===== src/rtl/xif_result_sequencer_if.sv =====
// Signal bundle between the coprocessor result ports, the issue tracker and the core result port.
// The slave modport is the sequencer's view; master is the surrounding tile (or a bench).
interface xif_result_sequencer_if #(
    parameter int N_COPROC    = 2,
    parameter int X_ID_WIDTH  = 4,
    parameter int X_RFW_WIDTH = 32,
    parameter int DEPTH       = 4,
    parameter int IDX_W       = (N_COPROC > 1) ? $clog2(N_COPROC) : 1,
    parameter int CNT_W       = $clog2(DEPTH + 1)
);
    // valid/ready: a transfer happens in a cycle where both valid and ready are high;
    // valid never depends combinationally on ready, and payload is held while valid && !ready.
    logic                            track_valid_i;
    logic [IDX_W-1:0]                track_coproc_i;
    logic [X_ID_WIDTH-1:0]           track_id_i;
    logic                            track_ready_o;

    logic [N_COPROC-1:0]             coproc_result_valid_i;
    logic [N_COPROC-1:0]             coproc_result_ready_o;
    logic [N_COPROC*X_ID_WIDTH-1:0]  coproc_result_id_i;
    logic [N_COPROC*X_RFW_WIDTH-1:0] coproc_result_data_i;
    logic [N_COPROC*5-1:0]           coproc_result_rd_i;
    logic [N_COPROC-1:0]             coproc_result_we_i;
    logic [N_COPROC-1:0]             coproc_result_exc_i;
    logic [N_COPROC*6-1:0]           coproc_result_exccode_i;

    logic                            result_valid_o;
    logic                            result_ready_i;
    logic [X_ID_WIDTH-1:0]           result_id_o;
    logic [X_RFW_WIDTH-1:0]          result_data_o;
    logic [4:0]                      result_rd_o;
    logic                            result_we_o;
    logic                            result_exc_o;
    logic [5:0]                      result_exccode_o;

    logic [CNT_W-1:0]                outstanding_o;
    logic [1:0]                      err_o;

    modport slave (
        input  track_valid_i, track_coproc_i, track_id_i,
        output track_ready_o,
        input  coproc_result_valid_i, coproc_result_id_i, coproc_result_data_i,
        input  coproc_result_rd_i, coproc_result_we_i, coproc_result_exc_i, coproc_result_exccode_i,
        output coproc_result_ready_o,
        output result_valid_o, result_id_o, result_data_o, result_rd_o,
        output result_we_o, result_exc_o, result_exccode_o,
        input  result_ready_i,
        output outstanding_o, err_o
    );

    modport master (
        output track_valid_i, track_coproc_i, track_id_i,
        input  track_ready_o,
        output coproc_result_valid_i, coproc_result_id_i, coproc_result_data_i,
        output coproc_result_rd_i, coproc_result_we_i, coproc_result_exc_i, coproc_result_exccode_i,
        input  coproc_result_ready_o,
        input  result_valid_o, result_id_o, result_data_o, result_rd_o,
        input  result_we_o, result_exc_o, result_exccode_o,
        output result_ready_i,
        input  outstanding_o, err_o
    );
endinterface


===== src/rtl/xif_result_sequencer.sv =====
// Merges N_COPROC CV-X-IF result channels into one core result channel in issue order,
// using an in-order FIFO of {coprocessor index, instruction id} filled by the issue dispatcher.
module xif_result_sequencer #(
    parameter int N_COPROC    = 2,
    parameter int X_ID_WIDTH  = 4,
    parameter int X_RFW_WIDTH = 32,
    parameter int DEPTH       = 4
) (
    input logic                  clk_i,
    input logic                  rst_ni,
    xif_result_sequencer_if.slave bus
);
    localparam int IDX_W = (N_COPROC > 1) ? $clog2(N_COPROC) : 1;
    localparam int CNT_W = $clog2(DEPTH + 1);
    localparam int PTR_W = $clog2(DEPTH);

    logic [IDX_W-1:0]      fifo_coproc [DEPTH];
    logic [X_ID_WIDTH-1:0] fifo_id     [DEPTH];
    logic [PTR_W-1:0]      wr_ptr;
    logic [PTR_W-1:0]      rd_ptr;
    logic [CNT_W-1:0]      count;
    logic [1:0]            err;

    logic                  not_empty;
    logic                  coproc_ok;
    logic                  push;
    logic                  push_bad;
    logic                  pop;
    logic                  id_bad;
    logic                  head_valid;
    logic [IDX_W-1:0]      head_coproc;
    logic [X_ID_WIDTH-1:0] head_id;
    logic [X_ID_WIDTH-1:0] head_result_id;

    assign not_empty     = (count != '0);
    assign head_coproc   = fifo_coproc[rd_ptr];
    assign head_id       = fifo_id[rd_ptr];

    // No pop bypass when full: track_ready depends on registered state only.
    assign bus.track_ready_o = (count < CNT_W'(DEPTH));
    assign coproc_ok         = ({1'b0, bus.track_coproc_i} < (IDX_W + 1)'(N_COPROC));
    assign push              = bus.track_valid_i && bus.track_ready_o && coproc_ok;
    assign push_bad          = bus.track_valid_i && !(bus.track_ready_o && coproc_ok);

    assign head_valid     = not_empty && bus.coproc_result_valid_i[head_coproc];
    assign head_result_id = bus.coproc_result_id_i[int'(head_coproc)*X_ID_WIDTH +: X_ID_WIDTH];
    assign pop            = head_valid && bus.result_ready_i;
    assign id_bad         = pop && (head_result_id != head_id);

    // Only the FIFO head is granted; payload is forced to zero whenever valid is low.
    always_comb begin
        bus.result_valid_o        = head_valid;
        bus.coproc_result_ready_o = '0;
        bus.result_id_o           = '0;
        bus.result_data_o         = '0;
        bus.result_rd_o           = '0;
        bus.result_we_o           = 1'b0;
        bus.result_exc_o          = 1'b0;
        bus.result_exccode_o      = '0;
        if (not_empty) begin
            bus.coproc_result_ready_o[head_coproc] = bus.result_ready_i;
        end
        if (head_valid) begin
            bus.result_id_o      = head_result_id;
            bus.result_data_o    = bus.coproc_result_data_i[int'(head_coproc)*X_RFW_WIDTH +: X_RFW_WIDTH];
            bus.result_rd_o      = bus.coproc_result_rd_i[int'(head_coproc)*5 +: 5];
            bus.result_we_o      = bus.coproc_result_we_i[head_coproc];
            bus.result_exc_o     = bus.coproc_result_exc_i[head_coproc];
            bus.result_exccode_o = bus.coproc_result_exccode_i[int'(head_coproc)*6 +: 6];
        end
    end

    // Entry storage needs no reset: it is only read while count > 0.
    always_ff @(posedge clk_i) begin
        if (push) begin
            fifo_coproc[wr_ptr] <= bus.track_coproc_i;
            fifo_id[wr_ptr]     <= bus.track_id_i;
        end
    end

    always_ff @(posedge clk_i or negedge rst_ni) begin
        if (!rst_ni) begin
            wr_ptr <= '0;
            rd_ptr <= '0;
            count  <= '0;
            err    <= '0;
        end else begin
            if (push) begin
                wr_ptr <= wr_ptr + PTR_W'(1);
            end
            if (pop) begin
                rd_ptr <= rd_ptr + PTR_W'(1);
            end
            case ({push, pop})
                2'b10:   count <= count + CNT_W'(1);
                2'b01:   count <= count - CNT_W'(1);
                default: count <= count;
            endcase
            err <= err | {push_bad, id_bad};
        end
    end

    assign bus.outstanding_o = count;
    assign bus.err_o         = err;
endmodule


===== src/flat_wrapper.sv =====
// flat-port wrapper written by rule: the top's interface ports become plain ports
module xif_result_sequencer_flat 
#(
    parameter int N_COPROC    = 2,
    parameter int X_ID_WIDTH  = 4,
    parameter int X_RFW_WIDTH = 32,
    parameter int DEPTH       = 4
)
  (clk_i, rst_ni, bus_track_valid_i, bus_track_coproc_i, bus_track_id_i, bus_track_ready_o, bus_coproc_result_valid_i, bus_coproc_result_id_i, bus_coproc_result_data_i, bus_coproc_result_rd_i, bus_coproc_result_we_i, bus_coproc_result_exc_i, bus_coproc_result_exccode_i, bus_coproc_result_ready_o, bus_result_valid_o, bus_result_id_o, bus_result_data_o, bus_result_rd_o, bus_result_we_o, bus_result_exc_o, bus_result_exccode_o, bus_result_ready_i, bus_outstanding_o, bus_err_o);
  xif_result_sequencer_if #(.N_COPROC(N_COPROC), .X_ID_WIDTH(X_ID_WIDTH), .X_RFW_WIDTH(X_RFW_WIDTH), .DEPTH(DEPTH)) bus_i ();
  input logic clk_i;
  input logic rst_ni;
  input wire logic [$bits(bus_i.track_valid_i)-1:0] bus_track_valid_i;
  input wire logic [$bits(bus_i.track_coproc_i)-1:0] bus_track_coproc_i;
  input wire logic [$bits(bus_i.track_id_i)-1:0] bus_track_id_i;
  output wire logic [$bits(bus_i.track_ready_o)-1:0] bus_track_ready_o;
  input wire logic [$bits(bus_i.coproc_result_valid_i)-1:0] bus_coproc_result_valid_i;
  input wire logic [$bits(bus_i.coproc_result_id_i)-1:0] bus_coproc_result_id_i;
  input wire logic [$bits(bus_i.coproc_result_data_i)-1:0] bus_coproc_result_data_i;
  input wire logic [$bits(bus_i.coproc_result_rd_i)-1:0] bus_coproc_result_rd_i;
  input wire logic [$bits(bus_i.coproc_result_we_i)-1:0] bus_coproc_result_we_i;
  input wire logic [$bits(bus_i.coproc_result_exc_i)-1:0] bus_coproc_result_exc_i;
  input wire logic [$bits(bus_i.coproc_result_exccode_i)-1:0] bus_coproc_result_exccode_i;
  output wire logic [$bits(bus_i.coproc_result_ready_o)-1:0] bus_coproc_result_ready_o;
  output wire logic [$bits(bus_i.result_valid_o)-1:0] bus_result_valid_o;
  output wire logic [$bits(bus_i.result_id_o)-1:0] bus_result_id_o;
  output wire logic [$bits(bus_i.result_data_o)-1:0] bus_result_data_o;
  output wire logic [$bits(bus_i.result_rd_o)-1:0] bus_result_rd_o;
  output wire logic [$bits(bus_i.result_we_o)-1:0] bus_result_we_o;
  output wire logic [$bits(bus_i.result_exc_o)-1:0] bus_result_exc_o;
  output wire logic [$bits(bus_i.result_exccode_o)-1:0] bus_result_exccode_o;
  input wire logic [$bits(bus_i.result_ready_i)-1:0] bus_result_ready_i;
  output wire logic [$bits(bus_i.outstanding_o)-1:0] bus_outstanding_o;
  output wire logic [$bits(bus_i.err_o)-1:0] bus_err_o;
  assign bus_i.track_valid_i = bus_track_valid_i;
  assign bus_i.track_coproc_i = bus_track_coproc_i;
  assign bus_i.track_id_i = bus_track_id_i;
  assign bus_track_ready_o = bus_i.track_ready_o;
  assign bus_i.coproc_result_valid_i = bus_coproc_result_valid_i;
  assign bus_i.coproc_result_id_i = bus_coproc_result_id_i;
  assign bus_i.coproc_result_data_i = bus_coproc_result_data_i;
  assign bus_i.coproc_result_rd_i = bus_coproc_result_rd_i;
  assign bus_i.coproc_result_we_i = bus_coproc_result_we_i;
  assign bus_i.coproc_result_exc_i = bus_coproc_result_exc_i;
  assign bus_i.coproc_result_exccode_i = bus_coproc_result_exccode_i;
  assign bus_coproc_result_ready_o = bus_i.coproc_result_ready_o;
  assign bus_result_valid_o = bus_i.result_valid_o;
  assign bus_result_id_o = bus_i.result_id_o;
  assign bus_result_data_o = bus_i.result_data_o;
  assign bus_result_rd_o = bus_i.result_rd_o;
  assign bus_result_we_o = bus_i.result_we_o;
  assign bus_result_exc_o = bus_i.result_exc_o;
  assign bus_result_exccode_o = bus_i.result_exccode_o;
  assign bus_i.result_ready_i = bus_result_ready_i;
  assign bus_outstanding_o = bus_i.outstanding_o;
  assign bus_err_o = bus_i.err_o;
  xif_result_sequencer #(.N_COPROC(N_COPROC), .X_ID_WIDTH(X_ID_WIDTH), .X_RFW_WIDTH(X_RFW_WIDTH), .DEPTH(DEPTH)) u_core (.clk_i(clk_i), .rst_ni(rst_ni), .bus(bus_i));
endmodule

===== config.mk =====
export PLATFORM = sky130hd
export DESIGN_NAME = xif_result_sequencer_flat
export DESIGN_NICKNAME = d
export VERILOG_FILES = /design/src/rtl/xif_result_sequencer_if.sv /design/src/rtl/xif_result_sequencer.sv /design/src/flat_wrapper.sv
export SDC_FILE = /design/constraint.sdc
export NUM_CORES = 1
export LEC_CHECK = 0
export CAP_MARGIN = 20
export CORE_MARGIN = 4
export CORE_UTILIZATION = 33
export CTS_CLUSTER_DIAMETER = 120
export DETAILED_ROUTE_END_ITERATION = 7
export GPL_TIMING_DRIVEN = 0
export PLACE_DENSITY = 0.88
export SLEW_MARGIN = 25
export SYNTH_ARGS = -nofsm -noshare
export SYNTH_HDL_FRONTEND = slang
export SYNTH_SLANG_ARGS = --single-unit

===== constraint.sdc =====
create_clock -name clk_i -period 2.8 [get_ports clk_i]
set_input_delay 0.56 -clock clk_i [delete_from_list [all_inputs] [get_ports clk_i]]
set_output_delay 0.56 -clock clk_i [all_outputs]
set_load 0.01 [all_outputs]

==> summary.txt <==
Fraction of layout cells with a size suffix above 1: 0.250
H-tree depth: 2
RSZ-0062 raised after global routing: yes
Die Footprint: 7390 um^2
Most frequent cell after synthesis: nand2_1
Height of the die: 86.0 um
Final Hold Fails: 0
WS Path Type: flop to primary output
Largest net degree at the start of global routing: 11
Cell count after synthesis: 244
Area share of the largest cell type after synthesis: 0.299
Area post-placement: 3760 um^2
Worst Hold Class: flop to flop
CP Capture Type: primary output
Starting density of the core: 0.339
Post-layout util: 0.653
Nets: 538
FMAX: 357 MHz
I/O Buffers: 166
First-pass GRT wire length: 11.6 mm
Final period utilization: 1.00
Outcome: completed
Top_reg_cell synth: edfxtp_1
CP Max Fanout: 10
TritonCTS clock tree: built
Slew Limit Fails: 0
CTS root buf: clkbuf_8
Post-synth EDFFs: 20
Top post-synthesis cells by area: edfxtp_1, nand2_1, a21oi_1
Final Skew: 0.00530 ns
Design area: 3870 um^2
Synth cell types: 26
Overall Global Routing Usage: 0.197
Initial DRC Count: 70
Power density over the cells: 927 nW/um^2
Max-cap viol count: 0
Min Clock Period, post-route: 2.80 ns
Kind of start point of the critical path: flop
Pre-CTS setup slack: -0.620 ns
#FFs+latches synth: 29
Hold Buf Count CTS: 0
Hold_ws: 0.462 ns
Clock Latency Late Sink: 0.28 ns
Die W: 86.0 um
Final setup fails: 0
Mapped cell area: 2010 um^2
Mean post-synth cell area: 8.23 um^2
Largest area contributor in the netlist: edfxtp_1
HPWL after DPL: 6.13 mm
Fraction of registers with async set/reset: 0.310
DRC viols: 0
Slew HR: 0.730
Worst-path clk slew: 0.06 ns
GP Congestion: 0.759
P_leak: 1.69 nW
PnR worst setup slack: 0.000728 ns
I/O pin total: 167
WP data required: 2.24 ns
Syn nets: 359
Total CTS buffers: 5
Sequential area share after synthesis: 0.411
Placeable Area: 5920 um^2
First-pass DRT Iterations: 4
ANT cells: 0
List of most frequent post-synthesis cells: nand2_1, a21oi_1, edfxtp_1
Slew @ Worst Pin: 0.404 ns
Antenna viol nets, final: 0
Vias in the first global route: 2,413
Post-Route WL: 7.76 mm
Site Rows: 28
Peak supply drop: 0.871 mV
Antenna violations before repair: 0
# clock sinks: 29
Routed length per instance: 15.5 um
Overflow after GRT: 0
Layout area overhead: 92.6%
Total number of vias: 2,377
Routed vias/inst: 4.76
Longest Clk Path Bufs: 2
WP data arrival: 2.24 ns
Ys Warns: 0
-- worst paths after layout --
| check | start | to | slack (ns) | depth (start not counted) |
|---|---|---|---|---|
| worst min-delay path | u_core.bus.err_o[0] | u_core.bus.err_o[0] | 0.46 | 1 |
| worst max register to register | u_core.rd_ptr[0] | u_core.bus.outstanding_o[2] | 0.21 | 10 |
| worst min register to register | u_core.bus.err_o[0] | u_core.bus.err_o[0] | 0.46 | 1 |
| worst max-delay path | u_core.rd_ptr[0] | bus_result_data_o[30] | 0.0007 | 7 |
| min in group asynchronous | rst_ni | u_core.wr_ptr[1] | 0.57 | 1 |
| max in group asynchronous | rst_ni | u_core.rd_ptr[1] | 1.94 | 1 |
-- area by class of cell --
type                       instances  area, um^2
fill                             505        2050
timing repair buffer             174        1500
sequential                        29         826
clock inverter                     3        65.1
multi-input combinational        188        1140
clock buffer                       5        68.8
inverter                           8        30.0
buffer                            17         138
tap                               75        93.8
-- layout by cell type, fill, tap and decap left out, types with 4 or more instances in the layout --
master / count
clkdlybuf4s50_1: 115
nand2_1: 93
buf_2: 50
a21oi_1: 27
edfxtp_1: 20
a21oi_2: 18
dfrtp_1: 9
inv_1: 8
nor2_1: 8
mux2i_1: 6
xor2_1: 6
buf_6: 5
clkbuf_2: 5
ha_1: 5
clkbuf_8: 5
buf_4: 5
clkbuf_4: 4
and2_1: 4
xnor2_1: 4
-- cells by family after synthesis --
family	count (synthesis)	synth area share
buffers and inverters	27	0.0623
flip-flops	29	0.411
AND/OR/NAND/NOR	110	0.216
multiplexers	13	0.100
XOR/XNOR	10	0.0436
adder cells (fa/ha/maj)	6	0.0411
AO/OA/AOI/OAI	49	0.125
-- stage by stage --
step / instances / total power [mW] / setup TNS [ns]
final: 499 / 3.58 / 0
after global routing: 499 / 3.85 / -3.42
after CTS: 499 / 3.57 / -1.24
after detailed placement: 485 / 3.06 / -25.70
after global placement: 485 / 2.99 / -23.23
after floorplan: 244 / 1.90 / 0
-- critical path, cell delays in order, from the launching register on --
cell     delay (ns)
dfrtp_1        0.34
buf_6          0.10
mux4_2         0.57
mux2i_2        0.20
or2_4          0.31
buf_8          0.17
a21oi_1        0.12
buf_2          0.15
-- state kept, by name, summed over array words and instances (netlist names) --
signal and cells:
u_core.rd_ptr 2, u_core.fifo_id 16, u_core.fifo_coproc 4, u_core.wr_ptr 2, u_core.bus.outstanding_o 3, u_core.bus.err_o 2
-- layer usage --
metal  GRT usage  up-vias  routed length [um]
li1            -     1167                   -
met1       0.214     1096                2890
met2       0.379      104                4110
met3      0.0461       10                 654
met4      0.0489        0                 103
met5           0        -                   0
-- power breakdown --
part,switching [mW],internal [mW],total (mW)
Clock,0.156,0.353,0.509
Sequential,0.0529,0.558,0.611
Combinational,1.32,1.14,2.46
Total,1.53,2.06,3.58
-- what timing repair did --
item                       CTS  global route
gates cloned                 1             1
pin swaps                    2             1
hold endpoints to repair     0             0
buffers inserted             6             0
setup endpoints to repair   52            52
resized for setup          242             9
No activity file was read; power rests on OpenSTA's default activity.
